`src/rtl/root_drain.sv`:
```
// Drain stage behind the pipelined 8-bit square-root block: valid/X tracking, remainder, credit-flow FIFO.
// Optional ROOT_CHECK_EN adds a sticky Chk_err output that flags implausible ROOT results.
module root_drain #(
  parameter int LATENCY = 4,
  parameter int DEPTH   = 4,
  parameter int AW      = 2
) (
  input  logic       Clk,
  input  logic       Rst,
  input  logic       In_valid,
  input  logic [7:0] In_X,
  output logic       In_ready,
  input  logic [7:0] Root_C,
  output logic       Out_valid,
  input  logic       Out_ready,
  output logic [7:0] Out_X,
  output logic [3:0] Out_C,
  output logic [4:0] Out_R
`ifdef ROOT_CHECK_EN
  ,
  output logic       Chk_err
`endif
);

  typedef struct packed {
    logic [7:0] x;
    logic [3:0] c;
    logic [4:0] r;
  } entry_t;

  logic [LATENCY-1:0] vld_sr_q, vld_sr_d;
  logic [7:0]         x_sr_q [LATENCY];
  logic [7:0]         x_sr_d [LATENCY];
  entry_t             mem_q [DEPTH];
  entry_t             mem_d [DEPTH];
  logic [AW-1:0]      wr_ptr_q, wr_ptr_d, rd_ptr_q, rd_ptr_d;
  logic [AW:0]        count_q, count_d;

  logic       accept, wr_en, rd_en;
  logic [7:0] x_tail, sq;
  logic [3:0] c_tail;
  logic [4:0] rem;
  int         inflight;

  always_comb begin
    x_tail = x_sr_q[LATENCY-1];
    c_tail = Root_C[3:0];
    sq     = {4'b0000, c_tail} * {4'b0000, c_tail};
    rem    = x_tail[4:0] - sq[4:0];

    // Credit covers both queued and in-flight slots, since ROOT cannot be stalled.
    inflight = 0;
    for (int i = 0; i < LATENCY; i++) inflight = inflight + int'(vld_sr_q[i]);
    In_ready = (int'(count_q) + inflight) < DEPTH;

    accept = In_valid && In_ready;
    wr_en  = vld_sr_q[LATENCY-1];
    rd_en  = Out_ready && (count_q != '0);

    vld_sr_d[0] = accept;
    x_sr_d[0]   = accept ? In_X : 8'h00;
    for (int i = 1; i < LATENCY; i++) begin
      vld_sr_d[i] = vld_sr_q[i-1];
      x_sr_d[i]   = x_sr_q[i-1];
    end

    mem_d    = mem_q;
    wr_ptr_d = wr_ptr_q;
    rd_ptr_d = rd_ptr_q;
    if (wr_en) begin
      mem_d[wr_ptr_q] = '{x: x_tail, c: c_tail, r: rem};
      wr_ptr_d        = wr_ptr_q + 1'b1;
    end
    if (rd_en) rd_ptr_d = rd_ptr_q + 1'b1;

    count_d = count_q;
    if (wr_en && !rd_en)      count_d = count_q + 1'b1;
    else if (!wr_en && rd_en) count_d = count_q - 1'b1;

    Out_valid = (count_q != '0);
    Out_X     = mem_q[rd_ptr_q].x;
    Out_C     = mem_q[rd_ptr_q].c;
    Out_R     = mem_q[rd_ptr_q].r;
  end

  always_ff @(posedge Clk) begin
    if (Rst) begin
      vld_sr_q <= '0;
      for (int i = 0; i < LATENCY; i++) x_sr_q[i] <= '0;
      for (int i = 0; i < DEPTH; i++)   mem_q[i]  <= '0;
      wr_ptr_q <= '0;
      rd_ptr_q <= '0;
      count_q  <= '0;
    end else begin
      vld_sr_q <= vld_sr_d;
      x_sr_q   <= x_sr_d;
      mem_q    <= mem_d;
      wr_ptr_q <= wr_ptr_d;
      rd_ptr_q <= rd_ptr_d;
      count_q  <= count_d;
    end
  end

`ifdef ROOT_CHECK_EN
  logic       chk_err_q, chk_err_d;
  logic [7:0] diff;
  logic       bad;

  // A valid floor-sqrt satisfies c*c <= x <= c*c + 2c, with the upper nibble clear.
  always_comb begin
    diff      = x_tail - sq;
    bad       = (sq > x_tail) || (diff > {3'b000, c_tail, 1'b0}) || (Root_C[7:4] != 4'h0);
    chk_err_d = chk_err_q || (wr_en && bad);
  end

  always_ff @(posedge Clk) begin
    if (Rst) chk_err_q <= 1'b0;
    else     chk_err_q <= chk_err_d;
  end

  assign Chk_err = chk_err_q;
`else
  logic unused_root_bits;
  assign unused_root_bits = ^{Root_C[7:4], sq[7:5]};
`endif

endmodule

```
`config.mk`:
```
export PLATFORM = sky130hd
export DESIGN_NAME = root_drain
export DESIGN_NICKNAME = d
export VERILOG_FILES = /design/src/rtl/root_drain.sv
export SDC_FILE = /design/constraint.sdc
export NUM_CORES = 1
export LEC_CHECK = 0
export CAP_MARGIN = 20
export CORE_AREA = 5 5 106 88
export CTS_CLUSTER_DIAMETER = 80
export CTS_CLUSTER_SIZE = 16
export DETAILED_ROUTE_END_ITERATION = 10
export DIE_AREA = 0 0 111 93
export HOLD_SLACK_MARGIN = 0.03
export MAX_ROUTING_LAYER = met4
export PLACE_DENSITY = 0.83
export SLEW_MARGIN = 20
export SYNTH_ARGS = -nofsm -noshare
export SYNTH_HDL_FRONTEND = slang
export SYNTH_SLANG_ARGS = --single-unit
export TNS_END_PERCENT = 5
```
`constraint.sdc`:
```
create_clock -name Clk -period 3 [get_ports Clk]
set_input_delay 0.3 -clock Clk [delete_from_list [all_inputs] [get_ports Clk]]
set_output_delay 0.3 -clock Clk [all_outputs]
set_load 0.05 [all_outputs]
```
==> metrics <==
Worst Skew=0.009349 ns; nets@finish=549; crit path buf inv count=2; chip height=93 um; Root Driver=clkbuf_8; Placed Cells=612; peak supply drop=551.3 uV; mapped cell area=4539 um^2; hold path depth=2; ys flop type=dfxtp_1; post-DP HPWL=6.494 mm; Worst-path clk slew=0.09 ns; syn nets=521; starting density of the core=55.22%; final worst path period need=2.757 ns; Sequential Area=2222 um^2; DRC=0; worst skew pair latency=0.37 ns; postcts setup bufs=0; worst-path maximum fanout=10; die width=111 um; Peak Freq=0.3627 GHz; largest net degree at the start of global routing=62; pins over their slew limit=0; first-pass GRT wire length=15.97 mm; vias=3407; r2r worst-path depth=6; vias per cell=5.425; Switching Share=28.44%; RSZ-0062 raised after global routing=no; final RePlAce weighted congestion=0.8605; period utilization=91.90%; Gate Count Post-Synth=483; total track usage=19.81%; dpl ws=0.2400 ns; # rows=30; slowest CP cell=dfxtp_1; Worst Setup Start Kind=register; diode count=0; layout cells sized above 1=10.27%; sw power=0.8178 mW; top cell type's share of synthesized area=48.95%; fillers=652; Worst Setup Slack, final=0.2429 ns; Min Hold Slack=0.3644 ns; CP delay by family, top=buffers and inverters; clk buf depth=2; final std cells w/o fill=628; Global Route met1 Usage=22.90%; final hold violations=0; Cell Pwr Density=555.0 nW/um^2; HP Class=input port to register; status=finished, final reports clean; DR WL/cell=15.23 um; crit-path cells=buf_4 > mux4_2 > clkdlybuf4s50_1; initial antenna violation count=0; Core ar.=8220 um^2; EDFF count, synth=0; combinational power share=16.7%; Seq cells post-synth=111; Synthesis Warnings=0; met3 Use GR=4.787%; syn avg cell area=9.398 um^2; area leader, netlist=dfxtp_1; footprint of the multi-input gates=2151 um^2; slowest stage delay, CP=0.74 ns; leakage=1.848 nW; Clock power frac=28.6%; MaxCap Viol Count=0; sequential cell area fraction in the yosys report=48.95%; Setup CP Type=register to output pin; asr flop ratio synth=0%; Post-Route WL=9.566 mm; boundary pin count=39; internal power=2.058 mW; vias in the first global route=3430; Final setup viols=0; hold buffers post-CTS=0; Final ANT Viol Nets=0; Area contributors post-synth=dfxtp_1 (49%), nand2_1 (9.2%), mux4_2 (8.4%); post-route cell area=5181 um^2; sequential share of power=54.7%; First-pass DRT Iterations=5; Area after DPL=5000 um^2; setup TNS=0 ns; highest-count cells in the layout ignoring fill and taps=nand2_1 (111), dfxtp_1 (111), a21oi_1 (54); Sink Count=111; Most Crowded Layer GR=met2; DIE AREA=10320 um^2; crit path capture type=output pin; relative slew slack=47.46%; M2 GR Usage=33.38%; Layout Utilization=63.03%; TritonCTS buffer count=9; Crit path depth=3; PortBufs=34; Total Power=2.876 mW; Yosys cell types=31; Detailed Route Iter0 Violations=195; Worst-Margin Slew=0.7881 ns; gr ovfl total=0; CTS tree=yes; Area growth, synth to finish=14.14%; CTS resizes=0; CTS H-tree lvls=3; CP arrival=2.46 ns; required time worst endpoint=2.70 ns
-- kinds of logic (layout without fill, tap and decap cells) --
kind of cell             count (synthesis)  after routing  synth area share (%)
AND/OR/NAND/NOR                        206            206                 21.09
flip-flops                             111            111                 48.95
AO/OA/AOI/OAI                           74             74                 9.151
buffers and inverters                   43             76                 3.776
multiplexers                            19             19                 8.875
adder cells (fa/ha/maj)                 18             18                 5.623
XOR/XNOR                                11             11                 2.453
other                                    1              1               0.08261
-- power by group through the flow --
stage               combinational, mW  sequential, mW  clock, mW
finish                          0.480            1.57      0.821
global route                    0.520            1.58      0.905
detailed placement              0.484            1.61          0
CTS                             0.486            1.57      0.846
global placement                0.460            1.61          0
floorplan                       0.356            1.59          0
-- synth_stat cells (8+ instances only) --
cell type,count
a211oi_1,9
a21oi_1,54
and2_1,13
clkbuf_1,26
dfxtp_1,111
ha_1,14
inv_1,11
mux4_2,17
nand2_1,111
nand3_1,13
nand3b_1,8
nor2_1,22
nor2b_1,28
-- worst paths after layout --
| path | from | end | slack (ns) |
|---|---|---|---|
| setup / recovery | rd_ptr_q[0] | Out_X[3] | 0.24 |
| hold / removal | Rst | count_q[1] | 0.36 |
| setup reg to reg | vld_sr_q[3] | x_sr_d[21] | 0.65 |
| hold reg to reg | x_sr_d[13] | x_sr_d[5] | 0.44 |
-- state kept, by name, indices dropped and copies added, names as in the netlist --
| register | flops |
|---|---|
| count_q | 3 |
| x_sr_d | 24 |
| mem_q | 68 |
| wr_ptr_q | 2 |
| rd_ptr_q | 2 |
| x_tail | 8 |
| vld_sr_q | 4 |
-- per-layer routing --
layer  up-vias  wire (um)
met4         0        186
li1       1666          -
met3        18        612
met1      1600       3925
met2       123       4841
met5         -          0
-- worst reg2reg max path, cell delays in order, from the launching register on --
cell and delay, ns:
dfxtp_1 0.59, fa_1 0.50, ha_1 0.29, a21o_1 0.18, a211oi_2 0.27, and3b_1 0.32, and2_1 0.16
-- cell type report --
cell class	count	area share (%)
clock buffers	10	2.656
flip-flops and latches	111	42.89
repair buffers	49	8.597
multi-input cells	329	41.51
well taps	112	2.705
inverters	11	0.7969
clock inverters	6	0.8452
Power figures use the tool's default switching activity.
